[src/rtl/svm_r_stream_wrapper.sv]
// Stream front/back end for a combinational SVM-R classifier: serial feature load, settle, score capture.
// Optional macro SVM_R_NEAREST_ROUND_EN selects round-to-nearest (half rounds down); default truncates.
module svm_r_stream_wrapper #(
  parameter int unsigned WIDTH_A       = 4,
  parameter int unsigned NUM_A         = 11,
  parameter int unsigned OUTWIDTH      = 14,
  parameter int unsigned FRAC_BITS     = 9,
  parameter int unsigned MAX_CLASS     = 8,
  parameter int unsigned CLS_W         = 4,
  parameter int unsigned SETTLE_CYCLES = 4
) (
  input  logic                       clk,
  input  logic                       rst_n,
  input  logic                       s_valid,
  output logic                       s_ready,
  input  logic [WIDTH_A-1:0]         s_data,
  input  logic                       s_last,
  output logic [NUM_A*WIDTH_A-1:0]   inp,
  input  logic [OUTWIDTH-1:0]        out_raw,
  output logic                       m_valid,
  input  logic                       m_ready,
  output logic [CLS_W-1:0]           m_class,
  output logic [OUTWIDTH-1:0]        m_raw,
  output logic                       frame_err
);

  localparam int unsigned IDX_W = (NUM_A > 1) ? $clog2(NUM_A) : 1;
  localparam int unsigned CNT_W = $clog2(SETTLE_CYCLES + 1);
  localparam int unsigned INT_W = OUTWIDTH - FRAC_BITS + 1;
  localparam int unsigned VEC_W = NUM_A * WIDTH_A;

  typedef enum logic [1:0] {ST_LOAD, ST_SETTLE, ST_OUT} state_t;

  state_t               state, state_nxt;
  logic [IDX_W-1:0]     idx, idx_nxt;
  logic [CNT_W-1:0]     cnt, cnt_nxt;
  logic [VEC_W-1:0]     inp_nxt;
  logic                 s_ready_nxt, m_valid_nxt, frame_err_nxt;
  logic [CLS_W-1:0]     m_class_nxt;
  logic [OUTWIDTH-1:0]  m_raw_nxt;

  logic                 beat_c, last_idx_c, good_end_c, bad_frame_c;
  logic [INT_W-1:0]     int_part_c, rounded_c;
  logic [CLS_W-1:0]     cls_c;

  assign beat_c      = s_valid && s_ready && (state == ST_LOAD);
  assign last_idx_c  = (idx == IDX_W'(NUM_A - 1));
  assign good_end_c  = beat_c && last_idx_c && s_last;
  assign bad_frame_c = beat_c && (s_last != last_idx_c);

  // Score to class: integer part, optional rounding, then saturation at MAX_CLASS.
  assign int_part_c = INT_W'(out_raw >> FRAC_BITS);
`ifdef SVM_R_NEAREST_ROUND_EN
  localparam logic [FRAC_BITS-1:0] HALF = FRAC_BITS'(1) << (FRAC_BITS - 1);
  assign rounded_c = int_part_c + INT_W'(out_raw[FRAC_BITS-1:0] > HALF);
`else
  assign rounded_c = int_part_c;
`endif
  assign cls_c = (rounded_c > INT_W'(MAX_CLASS)) ? CLS_W'(MAX_CLASS) : CLS_W'(rounded_c);

  // State register
  always_ff @(posedge clk or negedge rst_n) begin
    if (!rst_n) state <= ST_LOAD;
    else        state <= state_nxt;
  end

  // Next-state logic
  always_comb begin
    state_nxt = state;
    case (state)
      ST_LOAD:   if (good_end_c) state_nxt = ST_SETTLE;
      ST_SETTLE: if (cnt == '0) state_nxt = ST_OUT;
      ST_OUT:    if (m_ready) state_nxt = ST_LOAD;
      default:   state_nxt = ST_LOAD;
    endcase
  end

  // Output / datapath next values
  always_comb begin
    idx_nxt       = idx;
    cnt_nxt       = cnt;
    inp_nxt       = inp;
    m_valid_nxt   = m_valid;
    m_class_nxt   = m_class;
    m_raw_nxt     = m_raw;
    frame_err_nxt = 1'b0;
    case (state)
      ST_LOAD: begin
        if (beat_c) begin
          for (int i = 0; i < NUM_A; i++) begin
            if (idx == IDX_W'(i)) inp_nxt[i*WIDTH_A +: WIDTH_A] = s_data;
          end
          if (bad_frame_c) begin
            idx_nxt       = '0;
            frame_err_nxt = 1'b1;
          end else if (good_end_c) begin
            idx_nxt = '0;
            cnt_nxt = CNT_W'(SETTLE_CYCLES - 1);
          end else begin
            idx_nxt = idx + IDX_W'(1);
          end
        end
      end
      ST_SETTLE: begin
        if (cnt == '0) begin
          m_raw_nxt   = out_raw;
          m_class_nxt = cls_c;
          m_valid_nxt = 1'b1;
        end else begin
          cnt_nxt = cnt - CNT_W'(1);
        end
      end
      ST_OUT: begin
        if (m_ready) begin
          m_valid_nxt = 1'b0;
          idx_nxt     = '0;
        end
      end
      default: begin
        idx_nxt     = '0;
        m_valid_nxt = 1'b0;
      end
    endcase
    s_ready_nxt = (state_nxt == ST_LOAD);
  end

  // Registered datapath and outputs
  always_ff @(posedge clk or negedge rst_n) begin
    if (!rst_n) begin
      idx       <= '0;
      cnt       <= '0;
      inp       <= '0;
      s_ready   <= 1'b1;
      m_valid   <= 1'b0;
      m_class   <= '0;
      m_raw     <= '0;
      frame_err <= 1'b0;
    end else begin
      idx       <= idx_nxt;
      cnt       <= cnt_nxt;
      inp       <= inp_nxt;
      s_ready   <= s_ready_nxt;
      m_valid   <= m_valid_nxt;
      m_class   <= m_class_nxt;
      m_raw     <= m_raw_nxt;
      frame_err <= frame_err_nxt;
    end
  end

endmodule

[config.mk]
export PLATFORM = sky130hd
export DESIGN_NAME = svm_r_stream_wrapper
export DESIGN_NICKNAME = d
export VERILOG_FILES = /design/src/rtl/svm_r_stream_wrapper.sv
export SDC_FILE = /design/constraint.sdc
export NUM_CORES = 1
export LEC_CHECK = 0
export CORE_AREA = 2 2 81 83
export DETAILED_ROUTE_END_ITERATION = 10
export DIE_AREA = 0 0 83 85
export GPL_TIMING_DRIVEN = 0
export HOLD_SLACK_MARGIN = 0.02
export PLACE_DENSITY = 0.86
export SLEW_MARGIN = 5
export SYNTH_ARGS = -nofsm -noshare
export SYNTH_HDL_FRONTEND = slang
export SYNTH_SLANG_ARGS = --single-unit
[constraint.sdc]
create_clock -name clk -period 3.6 [get_ports clk]
set_input_delay 0.72 -clock clk [delete_from_list [all_inputs] [get_ports clk]]
set_output_delay 0.72 -clock clk [all_outputs]
set_load 0.03 [all_outputs]
After elaboration in Yosys (flattened, before gate mapping)
Index checks and enable logic that the tools add are counted.
W data, S select, Z words.
{ "op_classes": {"mux": 21, "n_bitwise": 2, "n_eq_ne": 19, "magnitude_cmp": 1, "n_addsub": 2, "n_reduce_logical": 25} }
{ "ops": {"columns": ["cell", "n"], "rows": [
  ["$reduce_and A3 Y1", 13],
  ["$mux W4", 5],
  ["$eq A4 B3 Y1 const B", 4],
  ["$eq A4 B4 Y1 const B", 3],
  ["$mux W3", 4],
  ["$ne A2 B2 Y1 const B", 6],
  ["$pmux W4 S3", 1],
  ["$eq A4 B2 Y1 const B", 2],
  ["$mux W2", 3],
  ["$pmux W2 S3", 1],
  ["$pmux W3 S2", 1],
  ["$gt A5 B4 Y1 const B", 1],
  ["$logic_and A1 B1 Y1", 5],
  ["$mux W1", 5],
  ["$reduce_and A5 Y1", 1],
  ["$add A4 B1 Y4 const B", 1],
  ["$eq A4 B1 Y1 const B", 1],
  ["$logic_not A2 Y1", 2],
  ["$logic_not A4 Y1", 1],
  ["$logic_not A3 Y1", 1],
  ["$pmux W1 S3", 1],
  ["$sub A3 B1 Y3 const B", 1],
  ["$eq A2 B1 Y1 const B", 1],
  ["$eq A2 B2 Y1 const B", 1],
  ["4 further kinds", 5]
]} }
{ "totals": {"elab_cells": 89, "reg_bits": 74} }

Longest topological paths before layout
Gate-level depths: netlist of the first run.
{ "logic_depth": {"word_depth": 8, "mapped_depth": 8, "ltp_nobuf": 6} }

Least setup slack after synthesis of the first run
Ideal clock, no wire load.
{ "synth_path": {"kind": "in2reg", "startpoint": "input s_valid", "endpoint": "register cnt[2]", "arrival_time_ns": 1.668, "slack_ns": 1.867, "path_buffers": 1, "setup_time_ns": 0.065, "cell_stages": 5, "required_ns": 3.535, "cell_sequence": "nand4bb_4 -> buf_6 -> or3_4 -> a211oi_2 -> a31o_1"} }
{ "synth_between": {"elab_chain_len": 6} }
{ "synth_rtl": {"columns": ["element", "line", "source"], "rows": [
  ["start, declared", "14", "input logic s_valid,"],
  ["$logic_and A1 B1 Y1 (*) (2 in series)", "46", "assign beat_c = s_valid && s_ready && (state == ST_LOAD);"],
  ["$logic_and A1 B1 Y1 (2 in series)", "48", "assign good_end_c = beat_c && last_idx_c && s_last;"],
  ["$ne A2 B2 Y1 (no source line)", null, null],
  ["$reduce_and A5 Y1 (no source line) (*)", null, null],
  ["end signal, assigned", "140", "cnt <= cnt_nxt;"],
  ["end, declared", "36", "logic [CNT_W-1:0] cnt, cnt_nxt;"]
]} }
Mark *: on every way between the ends. The rest lies on a longest branch, timed or not.
A chain may end at the register's enable or synchronous reset.

Worst setup path after layout of the first run
{ "layout_path": {"startpoint": "register s_ready", "endpoint": "output s_ready"} }
{ "layout_rtl": {"columns": ["element", "line", "source"], "rows": [
  ["start, declared", "15", "output logic s_ready,"],
  ["start signal, assigned", "142", "s_ready <= s_ready_nxt;"]
]} }
No word-level cell between the ends.

==> impl_results.md, run 1 <==
* Synth warn at 0
* Synth cell types at 31
* Routed wire per std cell at 15.2 um
* CTS tree: yes
* Initial antenna violation count at 0
* Hold/Removal Path Class: input pin to asynchronous set/reset pin
* Worst path top cell family by delay: buffers and inverters
* Die footprint at 7060 um2
* Number of global-route vias before repair at about 2300
* Outcome: finished clean
* Clock-pin transition on the worst setup and hold timing paths at 80 ps
* Longest Clk Path Bufs at 2
* Setup TNS at 0 ps
* Critical path data arrival time at around 1600 ps
* Cts hold-fix bufs at 0
* Final Max Slew Viols at 0
* CP endpoint kind: primary output
* Clock Latency Late Sink at roughly 350 ps
* DRC Markers at 0
* Syn avg cell area at approximately 12 um2
* CP bufs+invs at 1
* Via count at between 2000 and 2500
* Top-area cell type share of the netlist area at 0.597
* Worst endpoint required time at between 2000 and 3000 ps
* Most frequent cells in the layout: clkdlybuf4s50_1, dfrtp_1, nand2_1
* # nets final at approximately 380
* Top cells by area, synth: dfrtp_1, mux2_2, nand2_1
* Period utilization at 0.637
* RSZ-0062 raised after global routing: no
* Leak Pwr at between 1.5 and 2 nW
* Register area share after synthesis at 0.606
* Total of max-cap violations at 0
* Cell at the slowest stage of the critical path: clkdlybuf4s50_1
* CTS Root Cell: clkbuf_8
* Total GRT Usage at 0.205
* GRT overflow at 0
* Post-Synthesis Cell Area at just over 3000 um2
* Worst-path fanout max at 2
* Initial core utilization at 0.493
* Fmax at about 0.44 GHz
* GPL Wtd Cong at about 0.86
* Syn_nets at about 280
* Post-synthesis register bit count at 74
* Core area at ~6200 um2
* Max IR drop VDD at 0.589 mV
* Core Rows at 29
* Initial DRT Pass Iterations at 4
* CTS Buf Count at 9
* Worst slew margin at 0.663
* Vias per Instance at between 5 and 6
* H-tree Lvls at 3
* Largest net degree at the start of global routing at 40
* Mapped Cells at approximately 250
* CP cell instances: clkdlybuf4s50_1
* DP Wirelength at 4.86 mm
* Die width at approximately 83 um
* Initial DRC count at between 90 and 100
* Input/output buffers at just under 90
* Largest area contributor in the netlist: dfrtp_1
* I/O Pins at 88
* Global-route wire length before repair at about 11 mm
* Clk_skew at roughly 6.2 ps
* Worst slew pin tran at between 500 and 600 ps
* Post-CTS sizing at 0
* Cell area power density at around 900 nW/um2
* Final Critical Period at 2290 ps
* Final hold viol count at 0
* Most common cell after layout, fill and taps aside: clkdlybuf4s50_1
* ANT cells at 0
* WL final at ~6.6 mm
* Crit-path max cell delay at about 670 ps
* Post-layout util at 0.683
* Layout area overhead at 38.5%
* Setup Viol. Count Final at 0
* Critical path class: register to primary output
* Clk sink count at 74
* Worst Setup Start Kind: register
* Post-CTS setup buffers at 0
* Ratio of cells with drive above 1 in the final layout at 0.190
* Routed Antenna Nets at 0
* Die Height at 85 um
-- path summary, 6_finish.rpt --
check / from / to / slack (ps) / depth (start not counted)
max in group asynchronous: rst_n / s_ready / 2650 / 2
min: rst_n / inp[10] / 340 / 1
max reg2reg: cnt[0] / m_raw[13] / 1770 / 8
min reg2reg: m_raw[2] / m_raw[2] / 480 / 2
min in group clk: m_raw[2] / m_raw[2] / 480 / 2
max: s_ready / s_ready / 1310 / 1
-- kinds of logic (layout without fill, tap and decap cells) --
| family | Yosys count | count (layout) | share of synthesized area |
|---|---|---|---|
| and+or+nand+nor | 97 | 97 | 0.146 |
| DFF | 74 | 74 | 0.606 |
| muxes | 45 | 45 | 0.166 |
| AOI/OAI and AO/OA | 16 | 16 | 0.0340 |
| buffers and inverters | 15 | 119 | 0.0213 |
| adders and majority gates | 6 | 6 | 0.0245 |
| xor gates and xnor gates | 1 | 1 | 0.00286 |
-- stage by stage --
stage / worst slack (ps) / power (mW) / area (um2) / std cells / hold slack (ps)
2_1_floorplan: 1870 / 2.48 / 3060 / 254 / 424
3_3_place_gp: -650 / 3.21 / 4030 / 418 / 450
3_5_place_dp: 1070 / 3.28 / 4040 / 419 / 463
4_1_cts: 1290 / 3.92 / 4240 / 435 / 345
5_1_grt: 1250 / 4.11 / 4240 / 435 / 365
6_report: 1310 / 3.89 / 4240 / 435 / 336
-- flip-flops by register name, summed over array words and instances (netlist names) --
name,cells
s_ready,1
idx,4
m_raw,14
cnt,3
inp,44
frame_err,1
m_valid,1
m_class,4
state,2
-- power breakdown --
group	switching (mW)	total, mW	internal [mW]
logic	1.03	1.87	0.840
clock network	0.313	0.636	0.323
registers	0.215	1.39	1.17
total	1.56	3.89	2.34
-- cell usage after synthesis --
master,n
dfrtp_1,73
nand2_1,68
mux2_2,44
clkbuf_1,7
o21ai_0,7
and2_1,6
ha_1,6
inv_1,6
nor2_1,6
nand3_1,5
a211oi_1,2
a21oi_1,2
nand2b_1,2
nor2b_1,2
nor3_1,2
a211oi_2,1
a21o_1,1
a31o_1,1
and2b_1,1
buf_2,1
buf_6,1
dfstp_2,1
mux2_1,1
nand3b_1,1
nand4_1,1
nand4bb_4,1
nor3_2,1
o22ai_1,1
o311ai_0,1
or3_4,1
xnor2_1,1
-- routing by layer --
metal | GRT usage | share of wire
met5 | 0 | 0
met4 | 0.0894 | 0.016
met3 | 0.0846 | 0.092
met2 | 0.323 | 0.46
met1 | 0.249 | 0.43
-- cell type report --
type	count	area, um2
Clock buffer	10	128
Clock inverter	6	65.1
Inverter	6	22.5
Multi-Input combinational cell	165	1140
Sequential cell	74	1850
Fill cell	469	1970
Timing Repair Buffer	88	888
Buffer	9	42.5
Tap cell	77	96.3
(Power assumes the default switching activity.)
==> run 2, diff against run 1 <==
--- a/config.mk
+++ b/config.mk
@@ -5,12 +5,12 @@
 export SDC_FILE = /design/constraint.sdc
 export NUM_CORES = 1
 export LEC_CHECK = 0
-export CORE_AREA = 2 2 81 83
+export CORE_AREA = 2 2 88 90
 export DETAILED_ROUTE_END_ITERATION = 10
-export DIE_AREA = 0 0 83 85
+export DIE_AREA = 0 0 90 92
 export GPL_TIMING_DRIVEN = 0
 export HOLD_SLACK_MARGIN = 0.02
-export PLACE_DENSITY = 0.86
+export PLACE_DENSITY = 0.78
 export SLEW_MARGIN = 5
 export SYNTH_ARGS = -nofsm -noshare
 export SYNTH_HDL_FRONTEND = slang
==> constraint.sdc (replaced) <==
create_clock -name clk -period 2.06 [get_ports clk]
set_input_delay 0.412 -clock clk [delete_from_list [all_inputs] [get_ports clk]]
set_output_delay 0.412 -clock clk [all_outputs]
set_load 0.03 [all_outputs]
==> impl_results.md, run 2 (synthesis results as in run 1) <==
* Outcome: finished clean
* Hold/Removal Path Class: register to register
* Cell at the slowest stage of the critical path: clkdlybuf4s50_1
* Routed Antenna Nets at 0
* Setup Viol. Count Final at 0
* Worst slew pin tran at roughly 510 ps
* Internal power at around 4.0 mW
* Critical path class: register to primary output
* H-tree Lvls at 3
* Post-CTS sizing at 0
* Worst slew margin at 0.657
* Leak Pwr at about 1.9 nW
* Initial antenna violation count at 0
* Largest net degree at the start of global routing at 57
* Area after DPL at ~4100 um2
* Routed wire per std cell at around 14 um
* CP bufs+invs at 1
* Initial core utilization at 0.411
* Fmax at around 0.50 GHz
* DRC Markers at 0
* Hold endpoint: m_raw[3]
* Post-route cell area at around 4300 um2
* CTS Root Cell: clkbuf_8
* Clock Latency Late Sink at 340 ps
* Vias per Instance at ~4.7
* CP endpoint kind: primary output
* Period utilization at 0.964
* PnR Total Power at 6.68 mW
* Number of global-route vias before repair at between 2000 and 2500
* CTS tree: yes
* Gate power share at 0.487
* GRT overflow at 0
* Worst path top cell family by delay: buffers and inverters
* Input/output buffers at 87
* Post-CTS setup buffers at 0
* RSZ-0062 raised after global routing: no
* Layout area overhead at 39.6%
* Max IR drop VDD at about 0.64 mV
* Critical path data arrival time at 1570 ps
* Worst r2r dst: inp[12]
* Initial DRT Pass Iterations at 4
* ANT cells at 0
* Worst Min Path Start: m_raw[3]
* Clock-pin transition on the worst setup and hold timing paths at roughly 80 ps
* Most common cell after layout, fill and taps aside: clkdlybuf4s50_1
* Total GRT Usage at 0.169
* Switch share at 0.402
* Cell area power density at 1570 nW/um2
* Sequential Power Share at 0.362
* Die Height at approximately 92 um
* Core area at between 7000 and 8000 um2
* Worst r2r src: state[1]
* I/O Pins at between 80 and 90
* Clock power share at 0.151
* Clk_skew at around 13 ps
* Regs by FF count: inp (44), m_raw (14)
* FF-to-FF setup slack at about 240 ps
* Clk sink count at 74
* Core Rows at 32
* Worst endpoint required time at about 1700 ps
* # nets final at about 380
* Total of max-cap violations at 0
* Fin Hold WS at around 480 ps
* Largest register FFs at 44
* Worst Setup Start Kind: register
* Die width at around 90 um
* Setup TNS at 0 ps
* Die footprint at between 8000 and 9000 um2
* Initial DRC count at 102
* Longest Clk Path Bufs at 2
* Global-route wire length before repair at ~11 mm
* GPL Wtd Cong at just over 0.8
* Most frequent cells in the layout: clkdlybuf4s50_1, dfrtp_1, nand2_1
* Final hold viol count at 0
* Crit-path max cell delay at 670 ps
* Reg2reg path depth at 4
* CP cell instances: clkdlybuf4s50_1
* Hold depth at 2
* CTS Buf Count at 9
* Via count at ~2200
* Final Max Slew Viols at 0
* Largest register by flop count: inp
* Post-layout util at 0.573
* Worst-path fanout max at 2
* Final Critical Period at ~2000 ps
* Sw power at 2.69 mW
* DP Wirelength at slightly below 5 mm
* Ratio of cells with drive above 1 in the final layout at 0.190
* WL final at roughly 6.6 mm
[run 2: timing repair]
action	4_1_cts	5_1_grt
endpoints found under the setup margin	0	8
endpoints found under the hold margin	17	0
hold buffers	1	0
[run 2: final cells by class]
cell class | instances | area (um2)
Fill cell | 640 | 3180
Sequential cell | 74 | 1850
Multi-Input combinational cell | 165 | 1140
Timing Repair Buffer | 89 | 906
Clock buffer | 11 | 141
Tap cell | 102 | 128
Clock inverter | 5 | 38.8
Buffer | 8 | 38.8
Inverter | 6 | 22.5
[run 2: per-stage QoR]
stage / std cells / worst slack [ps]
after global routing: 460 / 35.3
after CTS: 461 / 53.6
final: 460 / 74.3
after floorplan: 254 / 401
after detailed placement: 444 / -149
after global placement: 443 / -1890
[run 2: power groups by stage]
stage | registers [mW] | logic, mW | clock network (mW)
after detailed placement | 2.45 | 3.28 | 0
after global routing | 2.50 | 3.45 | 1.11
after floorplan | 3.41 | 0.925 | 0
after global placement | 2.43 | 3.21 | 0
after CTS | 2.42 | 3.29 | 1.04
final | 2.42 | 3.26 | 1.01
[run 2: worst max path at each step]
stage              from  depth (start not counted)       end
6_report        s_ready                          1   s_ready
5_1_grt        state[1]                          4    inp[6]
4_1_cts         s_ready                          1   s_ready
3_5_place_dp    s_valid                          5   inp[12]
3_3_place_gp      rst_n                          1  m_raw[1]
2_1_floorplan   s_ready                          5    cnt[2]
[run 2: metal layers]
layer	vias to the layer above	wire (um)	GRT usage
li1	1045	-	-
met1	1025	2840	0.204
met2	73	3180	0.282
met3	8	470	0.0551
met4	0	88	0.0654
met5	-	0	0
[run 2: worst register-to-register path, stage by stage, from the launching register on]
cell and delay [ps]:
dfrtp_1 440, nand4bb_4 260, nor3_1 340, and2_1 310, mux2_2 360
==> run 3, diff against run 2 <==
--- a/config.mk
+++ b/config.mk
@@ -5,12 +5,14 @@
 export SDC_FILE = /design/constraint.sdc
 export NUM_CORES = 1
 export LEC_CHECK = 0
+export ABC_AREA = 1
 export CORE_AREA = 2 2 88 90
 export DETAILED_ROUTE_END_ITERATION = 10
 export DIE_AREA = 0 0 90 92
 export GPL_TIMING_DRIVEN = 0
 export HOLD_SLACK_MARGIN = 0.02
-export PLACE_DENSITY = 0.78
+export PLACE_DENSITY = 0.77
+export SKIP_LAST_GASP = 1
 export SLEW_MARGIN = 5
 export SYNTH_ARGS = -nofsm -noshare
 export SYNTH_HDL_FRONTEND = slang
==> impl_results.md, run 3 <==
* Outcome: finished clean
* Fmax at 0.515 GHz
* Largest register by flop count: inp
* Number of cells on the critical path at 1
* Synth cell types at 23
* GRT overflow at 0
* Syn_nets at between 300 and 400
* Switch share at 0.397
* Initial antenna violation count at 0
* Largest area contributor in the netlist: dfrtp_1
* Initial DRC count at roughly 110
* Mapped Cells at around 320
* DRC Markers at 0
* CP bufs+invs at 1
* Worst-path fanout max at 2
* Worst Setup Start Kind: register
* Ratio of cells with drive above 1 in the final layout at 0.0998
* Ys flop type: dfrtp_1
* Most frequent cells in the layout: nand2_1, clkdlybuf4s50_1, dfrtp_1
* Top-count cell post-synth: nand2_1
* Die Height at 92 um
* FF-to-FF setup slack at approximately 430 ps
* Worst setup endpoint: s_ready
* Regs by FF count: inp (44), m_raw (14)
* Largest net degree at the start of global routing at between 40 and 50
* Critical path data arrival time at between 1500 and 2000 ps
* Most common cell after layout, fill and taps aside: nand2_1
* Worst path top cell family by delay: buffers and inverters
* Final Critical Period at approximately 2000 ps
* RSZ-0062 raised after global routing: no
* Syn avg cell area at 9.48 um2
* Cts hold-fix bufs at 1
* Critical path class: register to primary output
* I/O Pins at 88
* Crit-path max cell delay at 660 ps
* Reg2reg path depth at 8
* Final Max Slew Viols at 0
* Worst r2r dst: cnt[1]
* Largest register FFs at 44
* Cell area power density at about 1600 nW/um2
* # nets final at around 450
* Clock Latency Late Sink at approximately 340 ps
* Sequential Power Share at 0.345
* Hold/Removal Path Class: register to register
* Area after DPL at 4020 um2
* Top cells by area, synth: dfrtp_1, nand2_1, o21ai_0
* CTS Root Cell: clkbuf_8
* Core Rows at 32
* Gate power share at 0.445
* Clk_skew at ~13 ps
* Via count at approximately 2500
* Internal power at 4.16 mW
* Routed Antenna Nets at 0
* Leak Pwr at ~2 nW
* Number of synthesized flops with an enable pin at 0
* Cell at the slowest stage of the critical path: clkdlybuf4s50_1
* Worst slew margin at 0.644
* Multi-input gate area at around 1000 um2
* Global-route wire length before repair at approximately 12 mm
* Routed wire per std cell at 13.5 um
* CTS Buf Count at 9
* Worst slew pin tran at between 500 and 600 ps
* Initial core utilization at 0.402
* Post-CTS setup buffers at 0
* Longest Clk Path Bufs at 2
* Die footprint at just over 8000 um2
* Register area share after synthesis at 0.618
* Post-synthesis register bit count at 74
* WL final at roughly 7 mm
* Clock-pin transition on the worst setup and hold timing paths at 70 ps
* CP cell instances: clkdlybuf4s50_1
* Vias per Instance at about 4.8
* Setup TNS at 0 ps
* Max IR drop VDD at between 0.5 and 0.6 mV
* Clock power share at 0.210
* GPL Wtd Cong at 0.881
* CTS tree: yes
* Core area at approximately 7400 um2
* Sw power at 2.74 mW
* Period utilization at 0.943
* DP Wirelength at roughly 5.1 mm
* Post-layout util at 0.577
* Initial DRT Pass Iterations at 4
* Worst r2r src: idx[0]
* Total of max-cap violations at 0
* Crit. Startpoint: s_ready
* Input/output buffers at 87
* Fillers at about 680
* Total GRT Usage at 0.175
* Top-area cell type share of the netlist area at 0.610
* Synth warn at 0
* Setup Viol. Count Final at 0
* Clk sink count at between 70 and 80
* Layout area overhead at 43.3%
* PnR Total Power at 6.90 mW
* Most instantiated cells after synthesis: nand2_1, dfrtp_1, o21ai_0, nor2_1, inv_1
* Die width at 90 um
* H-tree Lvls at 3
* CP endpoint kind: primary output
* Final hold viol count at 0
* Post-Synthesis Cell Area at 3000 um2
* Number of global-route vias before repair at roughly 2400
* Post-route cell area at around 4300 um2
* Sequential cell area at between 1500 and 2000 um2
* ANT cells at 0
* Post-CTS sizing at 0
* Worst endpoint required time at roughly 1700 ps
* Synth async-reset ratio at 1.00
-- run 3: layer usage --
layer  vias up  routed length (um)  global-route usage
met4         0                  55              0.0744
met3         9                 564              0.0600
met1      1164                3070               0.213
met2        95                3340               0.286
li1       1219                   -                   -
met5         -                   0                   0
-- run 3: final cells by class --
cell class | instances | area share
Timing Repair Buffer | 89 | 0.211
Inverter | 18 | 0.0157
Sequential cell | 74 | 0.431
Tap cell | 102 | 0.0297
Clock inverter | 7 | 0.0329
Multi-Input combinational cell | 216 | 0.242
Buffer | 8 | 0.00874
Clock buffer | 9 | 0.0288
-- run 3: metrics by stage --
step	hold WS (ps)	cells	setup slack (ps)
after CTS	483	523	94.8
after global routing	505	523	86.6
final	475	523	117
after global placement	455	505	-1840
after floorplan	116	316	606
after detailed placement	361	506	223
-- run 3: how the worst min path moves through the flow --
stage	startpoint	to	slack, ps	cells past startpoint
after floorplan	rst_n	cnt[0]	120	0
after detailed placement	rst_n	inp[9]	360	1
after global placement	m_raw[5]	m_raw[5]	450	2
after global routing	m_raw[13]	m_raw[13]	510	2
final	m_raw[0]	m_raw[0]	480	2
after CTS	m_raw[6]	m_raw[6]	480	2
-- run 3: cells by family after synthesis --
logic type      after synthesis  synth area share
compound gates               52            0.0877
xor+xnor                      1           0.00292
fa+ha+maj                     6            0.0251
buf+inv                      26            0.0351
flops                        74             0.618
simple gates                157             0.231
-- run 3: power by group through the flow --
stage               clock, mW  sequential (mW)  combinational [mW]
finish                   1.45             2.38                3.07
global route             1.54             2.45                3.29
CTS                      1.48             2.38                3.10
detailed placement          0             2.40                3.08
global placement            0             2.38                3.00
floorplan                   0             3.37               0.739
